<file path="config.mk">
export PLATFORM = sky130hd
export DESIGN_NAME = snoop_bus_arbiter
export DESIGN_NICKNAME = d
export VERILOG_FILES = /design/src/rtl/snoop_pkg.sv /design/src/rtl/rr_arbiter.sv /design/src/rtl/snoop_bus_arbiter.sv
export SDC_FILE = /design/constraint.sdc
export NUM_CORES = 1
export LEC_CHECK = 0
export CORE_MARGIN = 3
export CORE_UTILIZATION = 40
export DETAILED_ROUTE_END_ITERATION = 10
export GPL_TIMING_DRIVEN = 1
export PLACE_DENSITY_LB_ADDON = 0.15
export SLEW_MARGIN = 20
export SYNTH_ARGS = -nofsm -noshare
export SYNTH_HDL_FRONTEND = slang
export SYNTH_SLANG_ARGS = --single-unit
export TNS_END_PERCENT = 5
</file>
<file path="constraint.sdc">
create_clock -name clock -period 3 [get_ports clock]
set_clock_uncertainty 0.2 [all_clocks]
set_input_delay 0.75 -clock clock [delete_from_list [all_inputs] [get_ports clock]]
set_output_delay 0.75 -clock clock [all_outputs]
set_load 0.02 [all_outputs]
</file>
<file path="src/rtl/snoop_pkg.sv">
// Shared definitions for the snooping-coherence bus arbiter.
// Holds the default field widths, the sequencer state encoding, the
// {write, read} op encoding, and a helper that classifies an op as legal.
package snoop_pkg;

  localparam int TAG_W_DEF  = 12;
  localparam int DATA_W_DEF = 16;

  typedef enum logic [1:0] {
    IDLE   = 2'd0,
    ACTIVE = 2'd1,
    ACK    = 2'd2
  } state_e;

  // Op encoding as {write, read}; 2'b00 and 2'b11 are illegal.
  localparam logic [1:0] OP_WRITE = 2'b10;
  localparam logic [1:0] OP_READ  = 2'b01;

  function automatic logic op_legal(input logic [1:0] op);
    return (op == OP_WRITE) || (op == OP_READ);
  endfunction

endpackage

</file>
<file path="src/rtl/rr_arbiter.sv">
// Combinational round-robin picker.
// Ports:
//   req_i     in  N_REQ           request vector
//   rr_ptr_i  in  clog2(N_REQ)    highest-priority index for this arbitration
//   grant_o   out clog2(N_REQ)    first set request at or after rr_ptr_i (wrapping)
//   any_req_o out 1               at least one request is set
module rr_arbiter #(
  parameter int N_REQ = 4
) (
  input  logic [N_REQ-1:0]         req_i,
  input  logic [$clog2(N_REQ)-1:0] rr_ptr_i,
  output logic [$clog2(N_REQ)-1:0] grant_o,
  output logic                     any_req_o
);

  localparam int             IDX_W = $clog2(N_REQ);
  localparam logic [IDX_W:0] N_L   = (IDX_W+1)'(N_REQ);

  logic [IDX_W:0]   sum_s;
  logic [IDX_W-1:0] idx_s;
  logic             found_s;

  // Walk the requesters starting at rr_ptr_i; the first set bit wins.
  always_comb begin
    grant_o = '0;
    found_s = 1'b0;
    sum_s   = '0;
    idx_s   = '0;
    for (int j = 0; j < N_REQ; j++) begin
      // rr_ptr_i < N_REQ, so one conditional subtract is enough to wrap.
      sum_s = {1'b0, rr_ptr_i} + (IDX_W+1)'(j);
      if (sum_s >= N_L) begin
        idx_s = IDX_W'(sum_s - N_L);
      end else begin
        idx_s = sum_s[IDX_W-1:0];
      end
      if (!found_s && req_i[idx_s]) begin
        found_s = 1'b1;
        grant_o = idx_s;
      end else begin
        found_s = found_s;
      end
    end
  end

  assign any_req_o = |req_i;

endmodule

</file>
<file path="src/rtl/snoop_bus_arbiter.sv">
// Shared snoop-bus arbiter and transaction sequencer.
// Picks one of N_REQ requesters round-robin, drives its transaction onto the
// broadcast bus until bus_done or a timeout, then pulses req_ack to the owner.
// Ports:
//   clock, reset_n                  clock / async active-low reset
//   req_valid/write/read [N_REQ]    per-requester request and op
//   req_tag  [N_REQ*TAG_W]          flattened tags, requester i at [i*TAG_W +: TAG_W]
//   req_data [N_REQ*DATA_W]         flattened write data, same packing
//   req_ack  [N_REQ]                one-cycle completion pulse to the owner
//   req_err, req_rdata              status/read data qualified by req_ack
//   bus_valid/write/read/tag/data   broadcast transaction (bus_valid qualifies)
//   bus_owner                       index of the granted requester
//   bus_done, rsp_data              completion and read data from memory/snoop side
module snoop_bus_arbiter
  import snoop_pkg::*;
#(
  parameter int N_REQ   = 4,
  parameter int TAG_W   = TAG_W_DEF,
  parameter int DATA_W  = DATA_W_DEF,
  parameter int TIMEOUT = 15
) (
  input  logic                     clock,
  input  logic                     reset_n,
  input  logic [N_REQ-1:0]         req_valid,
  input  logic [N_REQ-1:0]         req_write,
  input  logic [N_REQ-1:0]         req_read,
  input  logic [N_REQ*TAG_W-1:0]   req_tag,
  input  logic [N_REQ*DATA_W-1:0]  req_data,
  output logic [N_REQ-1:0]         req_ack,
  output logic                     req_err,
  output logic [DATA_W-1:0]        req_rdata,
  output logic                     bus_valid,
  output logic                     bus_write,
  output logic                     bus_read,
  output logic [TAG_W-1:0]         bus_tag,
  output logic [DATA_W-1:0]        bus_data,
  output logic [$clog2(N_REQ)-1:0] bus_owner,
  input  logic                     bus_done,
  input  logic [DATA_W-1:0]        rsp_data
);

  localparam int               IDX_W    = $clog2(N_REQ);
  localparam int               CNT_W    = $clog2(TIMEOUT + 1);
  localparam logic [CNT_W-1:0] CNT_LAST = CNT_W'(TIMEOUT - 1);
  localparam logic [IDX_W-1:0] IDX_LAST = IDX_W'(N_REQ - 1);
  localparam logic [N_REQ-1:0] ACK_ONE  = N_REQ'(1);

  state_e              state_q,     state_d;
  logic [IDX_W-1:0]    rr_ptr_q,    rr_ptr_d;
  logic [IDX_W-1:0]    owner_q,     owner_d;
  logic                write_q,     write_d;
  logic                read_q,      read_d;
  logic [TAG_W-1:0]    tag_q,       tag_d;
  logic [DATA_W-1:0]   data_q,      data_d;
  logic [CNT_W-1:0]    cnt_q,       cnt_d;
  logic                bus_valid_q, bus_valid_d;
  logic [N_REQ-1:0]    ack_q,       ack_d;
  logic                err_q,       err_d;
  logic [DATA_W-1:0]   rdata_q,     rdata_d;

  logic [IDX_W-1:0]    grant_s;
  logic                any_req_s;
  logic                sel_write_s;
  logic                sel_read_s;
  logic [TAG_W-1:0]    sel_tag_s;
  logic [DATA_W-1:0]   sel_data_s;

  rr_arbiter #(
    .N_REQ (N_REQ)
  ) u_rr_arbiter (
    .req_i     (req_valid),
    .rr_ptr_i  (rr_ptr_q),
    .grant_o   (grant_s),
    .any_req_o (any_req_s)
  );

  // Mux the winning requester's op, tag and data out of the flattened buses.
  always_comb begin
    sel_write_s = 1'b0;
    sel_read_s  = 1'b0;
    sel_tag_s   = '0;
    sel_data_s  = '0;
    for (int i = 0; i < N_REQ; i++) begin
      if (grant_s == IDX_W'(i)) begin
        sel_write_s = req_write[i];
        sel_read_s  = req_read[i];
        sel_tag_s   = req_tag[i*TAG_W +: TAG_W];
        sel_data_s  = req_data[i*DATA_W +: DATA_W];
      end else begin
        sel_write_s = sel_write_s;
      end
    end
  end

  // Next-state logic for the sequencer and all of its registered outputs.
  always_comb begin
    state_d     = state_q;
    rr_ptr_d    = rr_ptr_q;
    owner_d     = owner_q;
    write_d     = write_q;
    read_d      = read_q;
    tag_d       = tag_q;
    data_d      = data_q;
    cnt_d       = cnt_q;
    bus_valid_d = bus_valid_q;
    ack_d       = '0;
    err_d       = err_q;
    rdata_d     = rdata_q;

    case (state_q)
      IDLE: begin
        bus_valid_d = 1'b0;
        if (any_req_s) begin
          owner_d = grant_s;
          write_d = sel_write_s;
          read_d  = sel_read_s;
          tag_d   = sel_tag_s;
          data_d  = sel_data_s;
          if (!op_legal({sel_write_s, sel_read_s})) begin
            // Illegal op never reaches the bus; ack with error right away.
            state_d = ACK;
            ack_d   = ACK_ONE << grant_s;
            err_d   = 1'b1;
            rdata_d = '0;
          end else begin
            state_d     = ACTIVE;
            bus_valid_d = 1'b1;
            cnt_d       = '0;
          end
        end else begin
          state_d = IDLE;
        end
      end

      ACTIVE: begin
        if (bus_done) begin
          state_d     = ACK;
          bus_valid_d = 1'b0;
          ack_d       = ACK_ONE << owner_q;
          err_d       = 1'b0;
          rdata_d     = read_q ? rsp_data : '0;
        end else if (cnt_q == CNT_LAST) begin
          // This was the TIMEOUT-th bus cycle without completion.
          state_d     = ACK;
          bus_valid_d = 1'b0;
          ack_d       = ACK_ONE << owner_q;
          err_d       = 1'b1;
          rdata_d     = '0;
        end else begin
          cnt_d       = cnt_q + CNT_W'(1);
          bus_valid_d = 1'b1;
        end
      end

      ACK: begin
        state_d     = IDLE;
        bus_valid_d = 1'b0;
        err_d       = 1'b0;
        rdata_d     = '0;
        // Just-served requester drops to lowest priority.
        rr_ptr_d    = (owner_q == IDX_LAST) ? '0 : owner_q + IDX_W'(1);
      end

      default: begin
        state_d     = IDLE;
        bus_valid_d = 1'b0;
        err_d       = 1'b0;
        rdata_d     = '0;
      end
    endcase
  end

  // State and output registers; reset drops any in-flight transaction.
  always_ff @(posedge clock or negedge reset_n) begin
    if (!reset_n) begin
      state_q     <= IDLE;
      rr_ptr_q    <= '0;
      owner_q     <= '0;
      write_q     <= 1'b0;
      read_q      <= 1'b0;
      tag_q       <= '0;
      data_q      <= '0;
      cnt_q       <= '0;
      bus_valid_q <= 1'b0;
      ack_q       <= '0;
      err_q       <= 1'b0;
      rdata_q     <= '0;
    end else begin
      state_q     <= state_d;
      rr_ptr_q    <= rr_ptr_d;
      owner_q     <= owner_d;
      write_q     <= write_d;
      read_q      <= read_d;
      tag_q       <= tag_d;
      data_q      <= data_d;
      cnt_q       <= cnt_d;
      bus_valid_q <= bus_valid_d;
      ack_q       <= ack_d;
      err_q       <= err_d;
      rdata_q     <= rdata_d;
    end
  end

  assign req_ack   = ack_q;
  assign req_err   = err_q;
  assign req_rdata = rdata_q;
  assign bus_valid = bus_valid_q;
  assign bus_write = write_q;
  assign bus_read  = read_q;
  assign bus_tag   = tag_q;
  assign bus_data  = data_q;
  assign bus_owner = owner_q;

endmodule

</file>
==> results.py <==
metrics = {
    "synthesis": {
        "yosys_register_bits": 62,
        "ys_dominant_reg_cell": "dfrtp_1",
        "ys_async_sr_fraction_pct": 100.0,
        "seq_area_frac_synth_pct": 42.15,
        "yosysUniqueCellTypes": 43,
        "syn-cell-area_sq_mm": 0.003681,
        "post-synth-top-area-fraction_pct": 42.15,
        "number_of_enable_flip_flop_cells_after_synthesis": 0,
        "synth.largest_area_cell": "dfrtp_1",
        "netlist_top_cells_area": "dfrtp_1, nand2_1, o21ai_0",
        "post_syn_instances": 475,
        "synth.yosys.warnings": 0,
        "syn-num-nets": 624,
        "synth_area_per_cell_sq_um": 7.750,
    },
    "place": {
        "place_hpwl_um": 8889,
        "gp_routability_congestion": 0.8142,
        "pre_cts_slack_ns": -0.2685,
        "port_buffers": 196,
    },
    "grt": {
        "grt_max_degree": 63,
        "antenna_found_initial": 0,
        "grt_pass1_vias": 3987,
        "grt.total_usage_pct": 21.95,
        "global_route.overflow_total": 0,
        "grt_first_pass_wirelength_um": 18220,
    },
    "detailed_routing": {
        "route.vias.total": 3993,
        "detail_route.wirelength_um": 11460,
        "ant_nets": 0,
        "post_drt_via_cell_ratio": 5.048,
        "drt-initial-drc-count": 114,
        "detail_route.wl_per_cell_um": 14.48,
        "remaining_drc_errors": 0,
        "detail_route.first_pass.iterations": 4,
    },
    "power_and_ir_drop": {
        "peakVddDrop_mv": 0.4951,
        "power.density_cell_area_mw_per_mm2": 856.2,
        "static_power_due_to_leakage_nw": 2.715,
    },
    "worst_setup_path": {
        "crit_chain": "clkdlybuf4s50_1 > nand2b_1 > o211a_4 > o21ai_0 > a22o_1 > a21oi_4 > o21ai_4 > a32o_1",
        "crit_path_top_delay_cell": "clkdlybuf4s50_1",
        "timing.critical_path.buf_inv": 1,
        "max_stage_delay_ns": 0.47,
        "cp_max_fo": 17,
        "cell_type_group_with_the_largest_total_delay_on_the_critical_path": "compound AO/OA/AOI/OAI gates",
        "worstSetupEndpointType": "flop",
        "cp.arrival_ns": 2.96,
        "criticalPathCategory": "in2reg",
        "critical_path_required_ns": 3.07,
        "r2r-start": "rr_ptr_q[1]$_DFFE_PN0N_",
        "start_kind": "primary input",
        "setup.worst_path.start": "req_valid[1]",
    },
    "clock_network": {
        "root_buffer": "clkbuf_8",
        "clock_latency_ns": 0.34,
        "clock_sinks": 62,
        "clk_path_buf_depth": 2,
        "hold_buffers": 0,
        "postCtsSetupRepairBufs": 0,
        "cts-buffers-inserted": 9,
        "clkTransAtPathRegs_ns": 0.07,
        "tritoncts": "built",
        "cts_max_level": 3,
        "cts.repair.resized": 0,
    },
    "final_layout": {
        "post_route_cells_drive_above_1_share_pct": 9.078,
        "nets": 827,
        "antenna_cells": 0,
        "final_core_utilization_pct": 69.58,
        "area_growth_syn_to_layout_pct": 67.27,
    },
    "sta": {
        "post-route-min-period_ns": 2.893,
        "tightestPinTransition_ns": 0.5850,
        "layout_worst_path_cycle_share_pct": 96.42,
        "final_max_slew_viol_count": 0,
        "grt_setup_unrepaired": "true",
        "tightest_slew_margin_relative_to_the_limit_pct": 61.00,
        "max_clock_freq_mhz": 345.7,
        "timing.final.ws_setup_ns": 0.1074,
        "finalHoldViolations": 0,
        "setup_violations": 0,
    },
    "job": {
        "cap_viol_max_count": 0,
    },
    "worst_hold_path": {
        "hold_path.class": "in2async",
    },
    "status": {
        "outcome": "completed",
    },
    "floorplan": {
        "initial_utilization_pct": 41.60,
        "die-area_sq_mm": 0.01039,
        "dieWidth_um": 101.9,
        "io-pin-count": 197,
        "die-height_um": 101.9,
        "floorplan.rows": 34,
        "core_area_sq_mm": 0.008848,
    },
}
## cells in the final DEF (no fill, tap or decap), drive strengths merged, types with 3 or more instances in the layout
| cell type | count |
|---|---|
| a31oi | 3 |
| o31ai | 3 |
| o21ai | 65 |
| buf | 30 |
| ha | 6 |
| nand2 | 181 |
| nor2 | 5 |
| inv | 8 |
| a32o | 16 |
| nor2b | 18 |
| dfrtp | 62 |
| nand3 | 34 |
| and3 | 3 |
| nand2b | 6 |
| o41ai | 4 |
| a21oi | 4 |
| clkdlybuf4s50 | 195 |
| clkbuf | 11 |
## cells by family after synthesis
logic type | Yosys count | synth area share [%]
multiplexers | 3 | 0.8498
flip-flops | 62 | 42.15
AO/OA/AOI/OAI | 108 | 20.84
adder cells (fa/ha/maj) | 6 | 2.039
buffers and inverters | 41 | 4.521
AND/OR/NAND/NOR | 255 | 29.61
## metal layers
metal / global-route usage (%) / share of wire [%]
met5: 0 / 0
met4: 6.054 / 1.1
met3: 7.372 / 9.6
met2: 38.38 / 50
met1: 25.83 / 39
## final timing paths
path                                             end  slack (ns)  cells past startpoint
max in group asynchronous     bus_tag[8]$_DFFE_PN0P_        2.11                      2
hold reg to reg              bus_data[0]$_DFFE_PN0P_        0.28                      2
setup reg to reg           req_rdata[12]$_DFFE_PN0P_        0.54                      7
min in group clock           bus_data[0]$_DFFE_PN0P_        0.28                      2
hold / removal                  cnt_q[0]$_DFFE_PN0P_        0.20                      2
setup / recovery           req_rdata[12]$_DFFE_PN0P_        0.11                      8
## area by class of cell
type | instances | area (sq um)
sequential | 62 | 1551
fill | 763 | 2691
timing repair buffer | 225 | 2237
clock inverter | 5 | 58.81
clock buffer | 11 | 141.4
tap | 108 | 135.1
multi-input combinational | 372 | 2003
inverter | 8 | 30.03
## where the power goes
| group | internal (mW) | switching [mW] | total, mW | leakage, nW |
|---|---|---|---|---|
| Combinational | 1.41 | 1.71 | 3.13 | 1.83 |
| Clock | 0.406 | 0.329 | 0.736 | 0.0955 |
| Sequential | 1.18 | 0.227 | 1.41 | 0.793 |
| Total | 3.00 | 2.27 | 5.27 | 2.72 |
## Yosys cell counts, drive strengths merged (2+ instances only)
| library cell | instances |
|---|---|
| clkbuf | 24 |
| dfrtp | 62 |
| o41ai | 4 |
| a22o | 2 |
| a32o | 16 |
| a311o | 2 |
| nor3 | 2 |
| o31ai | 3 |
| a21oi | 4 |
| ha | 6 |
| inv | 8 |
| nand4 | 2 |
| nor4 | 2 |
| o21ai | 65 |
| o22ai | 2 |
| nand3 | 34 |
| nor2 | 5 |
| nand2 | 181 |
| mux2i | 2 |
| nand2b | 6 |
| a31oi | 3 |
| nor2b | 18 |
| and3 | 3 |
| buf | 9 |
## state kept, by name (all words and copies together), names as in the netlist
register / cells
bus_tag: 12
bus_owner: 2
req_ack: 4
cnt_q: 4
req_err: 1
bus_valid: 1
state_q: 2
req_rdata: 16
bus_write: 1
bus_data: 16
bus_read: 1
rr_ptr_q: 2
## stage by stage
stage / area [sq um] / total power [mW] / setup TNS (ns) / hold slack (ns) / instances
CTS: 6136 / 5.308 / 0 / 0.2187 / 791
floorplan: 3681 / 3.145 / 0 / 0.2544 / 475
finish: 6157 / 5.272 / 0 / 0.2033 / 791
global route: 6157 / 5.714 / -0.002052 / 0.2288 / 791
global placement: 5936 / 4.481 / -4.218 / 0.2588 / 775
detailed placement: 5936 / 4.549 / -5.907 / 0.2677 / 775
Power figures use the tool's default switching activity.
